<file path="config.mk">
export PLATFORM = sky130hd
export DESIGN_NAME = io_bridge
export DESIGN_NICKNAME = d
export VERILOG_FILES = /design/src/rtl/io_bridge_pkg.sv /design/src/rtl/io_bridge_byte_fifo.sv /design/src/rtl/io_bridge.sv
export SDC_FILE = /design/constraint.sdc
export NUM_CORES = 1
export LEC_CHECK = 0
export ABC_AREA = 0
export CAP_MARGIN = 10
export CORE_UTILIZATION = 38
export DETAILED_ROUTE_END_ITERATION = 8
export SLEW_MARGIN = 10
export SYNTH_ARGS = -nofsm -noshare
export SYNTH_HDL_FRONTEND = slang
export SYNTH_SLANG_ARGS = --single-unit
</file>
<file path="constraint.sdc">
create_clock -name clk -period 3.2 [get_ports clk]
set_input_delay 0.96 -clock clk [delete_from_list [all_inputs] [get_ports clk]]
set_output_delay 0.96 -clock clk [all_outputs]
set_load 0.05 [all_outputs]
</file>
<file path="src/rtl/io_bridge_pkg.sv">
// rtl/io_bridge_pkg.sv - shared types and I/O address map for the io_bridge slice
package io_bridge_pkg;

    typedef logic [7:0]  BYTE_TP;
    typedef logic [17:0] ADDR_TP;

    localparam ADDR_TP IO_BASE     = 18'h30000;
    localparam ADDR_TP IO_CLK_ADDR = 18'h30004;

endpackage

</file>
<file path="src/rtl/io_bridge_byte_fifo.sv">
// rtl/io_bridge_byte_fifo.sv - byte FIFO with extra-MSB pointers for exact full/empty
module byte_fifo
    import io_bridge_pkg::*;
#(
    parameter int DEPTH_LOG = 3
) (
    input  logic               clk,
    input  logic               rst,
    input  logic               push,
    input  BYTE_TP             din,
    input  logic               pop,
    output BYTE_TP             head,
    output logic               full,
    output logic               empty,
    output logic [DEPTH_LOG:0] count
);

    localparam int DEPTH = 1 << DEPTH_LOG;
    localparam logic [DEPTH_LOG:0] PTR_ONE = {{DEPTH_LOG{1'b0}}, 1'b1};

    BYTE_TP             mem [DEPTH];
    logic [DEPTH_LOG:0] wr_ptr;
    logic [DEPTH_LOG:0] rd_ptr;
    logic               do_push;
    logic               do_pop;

    assign empty   = (wr_ptr == rd_ptr);
    assign full    = (wr_ptr[DEPTH_LOG] != rd_ptr[DEPTH_LOG]) &&
                     (wr_ptr[DEPTH_LOG-1:0] == rd_ptr[DEPTH_LOG-1:0]);
    assign count   = wr_ptr - rd_ptr;
    // Full is judged on the pre-pop state, so a push into a full FIFO is dropped even with a pop.
    assign do_push = push & ~full;
    assign do_pop  = pop & ~empty;
    assign head    = mem[rd_ptr[DEPTH_LOG-1:0]];

    always_ff @(posedge clk or negedge rst) begin
        if (!rst) begin
            wr_ptr <= '0;
            rd_ptr <= '0;
        end else begin
            if (do_push) wr_ptr <= wr_ptr + PTR_ONE;
            if (do_pop)  rd_ptr <= rd_ptr + PTR_ONE;
        end
    end

    always_ff @(posedge clk) begin
        if (do_push) mem[wr_ptr[DEPTH_LOG-1:0]] <= din;
    end

endmodule

</file>
<file path="src/rtl/io_bridge.sv">
// rtl/io_bridge.sv - CPU byte-bus bridge: RAM passthrough, UART FIFOs, clock counter, program stop
module io_bridge
    import io_bridge_pkg::*;
#(
    parameter int TX_DEPTH_LOG = 3,
    parameter int RX_DEPTH_LOG = 3,
    parameter int FULL_MARGIN  = 2
) (
    input  logic        clk,
    input  logic        rst,
    input  logic        rdy,
    input  logic [31:0] cpu_a,
    input  logic        cpu_wr,
    input  logic [7:0]  cpu_dout,
    output logic [7:0]  cpu_din,
    output logic        io_buffer_full,
    output logic [16:0] ram_a,
    output logic        ram_we,
    output logic [7:0]  ram_din,
    input  logic [7:0]  ram_dout,
    output logic        tx_valid,
    output logic [7:0]  tx_byte,
    input  logic        tx_ready,
    input  logic        rx_valid,
    input  logic [7:0]  rx_byte,
    output logic        rx_ready,
    output logic        prog_stop,
    output logic        tx_overflow
);

    localparam int TX_DEPTH = 1 << TX_DEPTH_LOG;
    localparam logic [TX_DEPTH_LOG:0] FULL_LEVEL = (TX_DEPTH_LOG+1)'(TX_DEPTH - FULL_MARGIN);

    ADDR_TP                addr;
    logic                  acc;
    logic                  io;
    logic                  rd_acc;
    logic                  wr_io;
    logic [31:0]           counter;
    logic [31:0]           snap;
    BYTE_TP                io_q;
    BYTE_TP                io_next;
    logic                  sel_io;

    logic                  tx_push;
    BYTE_TP                tx_data;
    logic                  tx_pop;
    logic                  tx_full;
    logic                  tx_empty;
    logic [TX_DEPTH_LOG:0] tx_count;
    logic [TX_DEPTH_LOG:0] tx_count_next;

    logic                  rx_push;
    logic                  rx_pop;
    logic                  rx_full;
    logic                  rx_empty;
    BYTE_TP                rx_head;
    logic [RX_DEPTH_LOG:0] unused_rx_count;
    logic                  unused_addr_hi;

    assign addr           = cpu_a[17:0];
    assign unused_addr_hi = ^cpu_a[31:18];
    assign acc            = rdy;
    assign io             = (addr[17:16] == 2'b11);
    assign rd_acc         = acc & ~cpu_wr;
    assign wr_io          = acc & cpu_wr & io & ~prog_stop;

    assign ram_a   = cpu_a[16:0];
    assign ram_din = cpu_dout;
    assign ram_we  = acc & cpu_wr & ~io;

    // The only way a 0x00 enters the TX FIFO is the stop write, so a popped 0x00 is the stop marker.
    always_comb begin
        tx_push = 1'b0;
        tx_data = cpu_dout;
        if (wr_io) begin
            if (addr == IO_BASE && cpu_dout != 8'h00) begin
                tx_push = 1'b1;
            end else if (addr == IO_CLK_ADDR) begin
                tx_push = 1'b1;
                tx_data = 8'h00;
            end
        end
    end

    assign tx_valid      = ~tx_empty;
    assign tx_pop        = tx_valid & tx_ready;
    assign tx_count_next = tx_count + {{TX_DEPTH_LOG{1'b0}}, tx_push & ~tx_full}
                                    - {{TX_DEPTH_LOG{1'b0}}, tx_pop};

    byte_fifo #(.DEPTH_LOG(TX_DEPTH_LOG)) u_tx_fifo (
        .clk   (clk),
        .rst   (rst),
        .push  (tx_push),
        .din   (tx_data),
        .pop   (tx_pop),
        .head  (tx_byte),
        .full  (tx_full),
        .empty (tx_empty),
        .count (tx_count)
    );

    assign rx_ready = ~rx_full;
    assign rx_push  = rx_valid & rx_ready;
    assign rx_pop   = rd_acc & (addr == IO_BASE) & ~rx_empty;

    byte_fifo #(.DEPTH_LOG(RX_DEPTH_LOG)) u_rx_fifo (
        .clk   (clk),
        .rst   (rst),
        .push  (rx_push),
        .din   (rx_byte),
        .pop   (rx_pop),
        .head  (rx_head),
        .full  (rx_full),
        .empty (rx_empty),
        .count (unused_rx_count)
    );

    always_comb begin
        io_next = 8'h00;
        case (addr)
            IO_BASE:              io_next = rx_empty ? 8'h00 : rx_head;
            IO_CLK_ADDR:          io_next = counter[7:0];
            IO_CLK_ADDR + 18'd1:  io_next = snap[15:8];
            IO_CLK_ADDR + 18'd2:  io_next = snap[23:16];
            IO_CLK_ADDR + 18'd3:  io_next = snap[31:24];
            default:              io_next = 8'h00;
        endcase
    end

    // sel_io resets to 1 with io_q = 0 so cpu_din reads 0 until the first access.
    always_ff @(posedge clk or negedge rst) begin
        if (!rst) begin
            counter        <= '0;
            snap           <= '0;
            io_q           <= '0;
            sel_io         <= 1'b1;
            prog_stop      <= 1'b0;
            tx_overflow    <= 1'b0;
            io_buffer_full <= 1'b0;
        end else begin
            counter        <= counter + 32'd1;
            io_buffer_full <= (tx_count_next >= FULL_LEVEL);
            if (tx_push & tx_full)          tx_overflow <= 1'b1;
            if (tx_pop && tx_byte == 8'h00) prog_stop   <= 1'b1;
            if (rd_acc) begin
                sel_io <= io;
                io_q   <= io_next;
                if (addr == IO_CLK_ADDR) snap <= counter;
            end
        end
    end

    assign cpu_din = sel_io ? io_q : ram_dout;

endmodule

</file>
==> flow_summary.toml, run 1 <==
[flow_run]
max_cap_violations = 0

[grt]
antenna_found_initial = 0
grt_overflow = 0
gr-usage-all-layers_pct = 17.3
grt_pass1_wl_um = 34100
grt_pass1_vias = 6081
grt_max_degree = 50

[drt]
vias = 5564
drtAntennaViolNets = 0
drt_pass1_iterations = 4
drc_errors = 0
drt_wl_total_um = 21400
detail_route.iter0.violations = 311
wl_per_cell_um = 19.2
via_per_inst = 5.00

[power]
ir_worst_vdd_uv = 413
p_leak_nw = 4.93
fin_total_pwr_mw = 8.08
power_density_nw_per_um2 = 655

[setup_path]
critPathLaunch = "cpu_dout[5]"
cp.arrival_ns = 3.66
critPathRequiredTime_ns = 3.59
cp-end-kind = "flip-flop"
cp_slowest_stage_delay_ns = 0.28
critPathKind = "in -> reg"
reg2reg_from = "u_tx_fifo.rd_ptr[2]"
startpoint_type = "primary input"
crit_top_cell = "buf_4"
worstPathCellList = "buf_8 > nor4_4 > nand3_2 > buf_6 > buf_4 > buf_4 > buf_4 > buf_4 > buf_4 > buf_4 > buf_4 > buf_4 > buf_4 > buf_4 > buf_4 > buf_4 > buf_4 > buf_4 > buf_4 > a31o_2"
critPathSlowestCell = "nor4_4"
path_max_fanout = 2
r2r_slack_ns = 0.07

[yosys]
avgSynthCellArea_um2 = 15.5
synth_top_area_share_pct = 41.1
netlist_area_um2 = 9360
synth_warnings = 0
async_flop_share_pct = 39.6
synth-main-ff-cell = "edfxtp_1"
yosysMostFrequentCell = "edfxtp_1"
synth_top_area_cell = "edfxtp_1"
synth_commonest_cells = "128 x edfxtp_1, 83 x dfrtp_1, 47 x mux2_2, 40 x nand2_1, 38 x xnor2_1"
synth_cells = 605
synth_cell_types = 45
synth_area_leaders = "edfxtp_1 41%, dfrtp_1 22%, mux4_2 7.7%"
synth_edf_count = 128
ys_ff_latch = 212
syn_nets = 678
synth_seq_area_share_pct = 63.5

[run_status]
outcome = "finished, violations left"
violations = "setup timing"

[clocking]
cts-root-buf = "clkbuf_16"
cts.sinks = 212
cts_tree = "yes"
clk_latency_ns = 0.51
h-tree-depth = 1
clock_path_buffers = 3
numCtsBuffers = 23
path_clk_slew_ns = 0.06

[sta]
fmax_mhz = 306
rsz0062_at_grt = "true"
period_share_pct = 102
setup_ws_ns = -0.0670
worst_pin_slew_ns = 0.576
fin_crit_ns = 3.27
slew_headroom_pct = 61.5
finClkSkew_ns = 0.00947
maxSlewViolCount = 0
setup_viol = 2
hold_viol = 0

[cells_and_area]
utilization_pct = 50.9
layout.nets = 846
stdcell_count = 1113
drive_gt1_share_pct = 38.8
antenna_cells = 0
area_growth_pct = 31.8
final_area_um2 = 12300

[die]
rows = 57
die_w_um = 159
dieHeight_um = 159
die-area_um2 = 25300
start_util_pct = 38.6
design.core.area_um2 = 24200
ioPinCount = 109

[place]
dp_cells = 1054
place_area_um2 = 11400
io_buffers = 94
dpl.hpwl_um = 15000
place.gp.congestion = 0.803

[hold_path]
holdCritPathClass = "in -> async"
[flip-flops by register name, summed over array words and instances (netlist names), 4 cells and up]
signal	cells
io_q	8
u_tx_fifo.wr_ptr	4
snap	24
u_tx_fifo.mem	64
u_rx_fifo.wr_ptr	4
u_tx_fifo.rd_ptr	4
u_rx_fifo.mem	64
counter	32
u_rx_fifo.rd_ptr	4
[layout by cell type, fill, tap and decap left out, types with 8 or more instances in the layout]
master / n
dlygate4sd2_1: 9
clkdlybuf4s50_1: 21
nor2b_1: 9
xor2_1: 14
nand2_1: 40
dfrtp_1: 83
mux4_2: 32
nor3_1: 8
mux2_2: 47
nand3_1: 23
xnor2_1: 37
a22o_1: 8
buf_12: 38
clkbuf_16: 23
nand4_1: 8
inv_1: 8
a22oi_1: 16
buf_4: 101
o21ai_0: 10
edfxtp_1: 128
nor2_1: 17
[cells by family (layout without fill, tap and decap cells)]
logic type / after synthesis / count (layout) / synth area share (%)
AO/OA/AOI/OAI: 39 / 39 / 3.05
flip-flops: 212 / 212 / 63.5
AND/OR/NAND/NOR: 147 / 147 / 8.88
adder cells (fa/ha/maj): 11 / 11 / 1.71
XOR/XNOR: 52 / 52 / 4.87
buffers and inverters: 59 / 243 / 3.85
multiplexers: 85 / 85 / 14.1
[worst max-delay path, delay by kind of cell]
kind	cells	cell delay (ns)
AOI/OAI and AO/OA	1	0.22
and+or+nand+nor	2	0.41
buffers and inverters	17	2.06
[final cells by class]
class                      count  area [um^2]
inverter                      11         41.3
clock inverter                11          168
multi-input combinational    334         3150
timing repair buffer         191         1990
clock buffer                  30          632
fill                        2072        11900
tap                          324          405
sequential                   212         5950
[per-stage QoR]
step	hold slack (ns)	setup slack (ns)	setup TNS (ns)
6_report	0.421	-0.0670	-0.0866
5_1_grt	0.454	-0.114	-0.208
4_1_cts	0.438	-0.00498	-0.00498
3_5_place_dp	0.473	-1.18	-15.51
3_3_place_gp	0.463	-1.20	-9.54
2_1_floorplan	0.442	-0.492	-0.492
[per-layer routing]
metal,GRT usage (%),up-vias,wire (um)
met5,0,-,0
met4,4.33,0,361
met3,2.45,27,771
met2,28.7,106,10500
met1,24.2,2853,9720
li1,-,2578,-
[where the power goes]
group	switching, mW	total (mW)	internal (mW)
logic	1.23	2.11	0.881
clock network	1.05	2.77	1.72
registers	0.104	3.20	3.09
total	2.39	8.08	5.69
[final timing paths]
| check | endpoint | depth (start not counted) |
|---|---|---|
| min | counter[31] | 1 |
| max | tx_overflow | 20 |
| max in group asynchronous | u_rx_fifo.wr_ptr[0] | 2 |
| min reg2reg | counter[31] | 1 |
| max reg2reg | io_buffer_full | 12 |
| min in group clk | counter[31] | 1 |
[what timing repair did]
item	in CTS	in global routing
pin swaps	19	15
hold buffers	0	0
buffers inserted	18	0
gates resized for setup	79	17
endpoints found under the setup margin	1	6
No activity file was read; power rests on OpenSTA's default activity.
==> run 2, diff against run 1 <==
--- a/config.mk
+++ b/config.mk
@@ -9,7 +9,7 @@
 export CAP_MARGIN = 10
 export CORE_UTILIZATION = 38
 export DETAILED_ROUTE_END_ITERATION = 8
-export SLEW_MARGIN = 10
+export SLEW_MARGIN = 0
 export SYNTH_ARGS = -nofsm -noshare
 export SYNTH_HDL_FRONTEND = slang
 export SYNTH_SLANG_ARGS = --single-unit
==> results of run 2 <==
Final layout, timing and power as in run 1 (identical DEF).
==> run 3, diff against run 2 <==
--- a/config.mk
+++ b/config.mk
@@ -7,6 +7,7 @@
 export LEC_CHECK = 0
 export ABC_AREA = 0
 export CAP_MARGIN = 10
+export CORE_ASPECT_RATIO = 1.1
 export CORE_UTILIZATION = 38
 export DETAILED_ROUTE_END_ITERATION = 8
 export SLEW_MARGIN = 0
==> flow_summary.toml, run 3 (synthesis results as in run 1) <==
[run_status]
outcome = "finished, violations left"
violations = "setup timing"

[place]
place_ws_ns = -1.12
io_buffers = 94
place_area_um2 = 11300
dp_cells = 1034
dpl.hpwl_um = 14300
place.gp.congestion = 0.813

[drt]
drtAntennaViolNets = 0
drc_errors = 0
drt_wl_total_um = 20200
detail_route.iter0.violations = 335
vias = 5529
wl_per_cell_um = 18.8
drt_pass1_iterations = 4
via_per_inst = 5.14

[sta]
setup_viol = 1
fin_crit_ns = 3.25
hold_viol = 0
setup_ws_ns = -0.0492
worst_pin_slew_ns = 0.635
rsz0062_at_grt = "true"
holdWs_ns = 0.481
fmax_mhz = 308
maxSlewViolCount = 0
period_share_pct = 102
setup_tns_ns = -0.0492
finClkSkew_ns = 0.0168
slew_headroom_pct = 57.7

[grt]
antenna_found_initial = 1
grt_overflow = 0
grt_use_met1_pct = 23.1
globalRoute.busiestLayer = "met2"
gr-usage-all-layers_pct = 16.7
grt_max_degree = 49
grt_pass1_vias = 5854
grt_pass1_wl_um = 32400
grt_util_met2_pct = 27.2
grtUsageMet3_pct = 3.04

[setup_path]
timing.rr.end = "io_buffer_full"
reg2reg_depth = 12
path_max_fanout = 2
r2r_slack_ns = 0.10
critPathKind = "in -> reg"
cp.arrival_ns = 3.63
cp-end-kind = "flip-flop"
critPathRequiredTime_ns = 3.58
reg2reg_from = "u_tx_fifo.rd_ptr[2]"
startpoint_type = "primary input"

[cells_and_area]
drive_gt1_share_pct = 36.6
stdcell_count = 1076
layout_commonest_cell = "edfxtp_1"
layout.nets = 829
area_growth_pct = 29.0
nFillCells = 2018
utilization_pct = 50.5
final_cell_mix = "128 x edfxtp_1, 86 x buf_4, 83 x dfrtp_1"
final_area_um2 = 12100

[flow_run]
max_cap_violations = 0

[clocking]
path_clk_slew_ns = 0.06
cts.sinks = 212
clock_path_buffers = 3
cts-root-buf = "clkbuf_16"
numCtsBuffers = 22
clk_latency_ns = 0.50
h-tree-depth = 1
cts_hold_buf = 0
cts_tree = "yes"

[power]
power_density_nw_per_um2 = 633
p_leak_nw = 4.82
ir_worst_vdd_uv = 370
fin_total_pwr_mw = 7.64

[die]
die_w_um = 152
design.core.area_um2 = 23900
rows = 59
die-area_um2 = 25300
dieHeight_um = 167
start_util_pct = 39.1
ioPinCount = 109

[hold_path]
holdCritPathClass = "in -> async"
[run 3: cell types whose count changed in the layout (fill, tap and decap cells not counted), sizes merged]
cell / before / now
clkinv: 3 / 13
clkbuf: 34 / 26
bufinv: 4 / 1
diode: 0 / 1
clkinvlp: 3 / 1
inv: 12 / 11
dlygate4sd2: 9 / 14
clkdlybuf4s50: 21 / 20
buf: 150 / 131
[run 3: how the worst max path moves through the flow]
stage,from,end,slack [ns]
4_1_cts,cpu_dout[5],io_buffer_full,-0.06
2_1_floorplan,cpu_a[1],io_buffer_full,-0.49
3_5_place_dp,cpu_a[2],io_buffer_full,-1.12
5_1_grt,cpu_dout[5],io_buffer_full,-0.16
3_3_place_gp,cpu_a[2],io_buffer_full,-1.07
6_report,cpu_dout[5],io_buffer_full,-0.05
[run 3: report_power, final]
| part | internal, mW | total, mW | switching, mW |
|---|---|---|---|
| Sequential | 3.09 | 3.19 | 0.0985 |
| Clock | 1.36 | 2.37 | 1.02 |
| Combinational | 0.874 | 2.08 | 1.20 |
[run 3: layer usage]
layer  share of wire, %  routed length [um]
met5                  0                   0
met4                1.3                 272
met3                5.2                1040
met2                 49                9950
met1                 44                8930
[run 3: final cells by class]
class | count | area (um^2) | share of cell area [%]
Inverter | 11 | 41.3 | 0.342
Antenna cell | 1 | 2.50 | 0.0207
Timing Repair Buffer | 175 | 1880 | 15.6
Multi-Input combinational cell | 334 | 3150 | 26.1
Sequential cell | 212 | 5950 | 49.3
Clock buffer | 23 | 564 | 4.67
Clock inverter | 15 | 109 | 0.902
Tap cell | 305 | 382 | 3.16
[run 3: critical path, stage by stage]
cell	delay, ns
buf_8	0.10
nor4_4	0.28
nand3_2	0.16
nor4b_4	0.17
fa_2	0.40
fa_1	0.50
ha_2	0.17
inv_2	0.04
fa_2	0.34
xnor2_2	0.14
xnor2_1	0.16
xnor2_1	0.13
o21ai_1	0.08
[run 3: repair_timing]
| action | CTS | global route |
|---|---|---|
| endpoints found under the setup margin | 1 | 4 |
| hold endpoints to repair | 0 | 0 |
| buffers inserted | 3 | 0 |
| pin swaps | 21 | 9 |
| resized for setup | 74 | 9 |
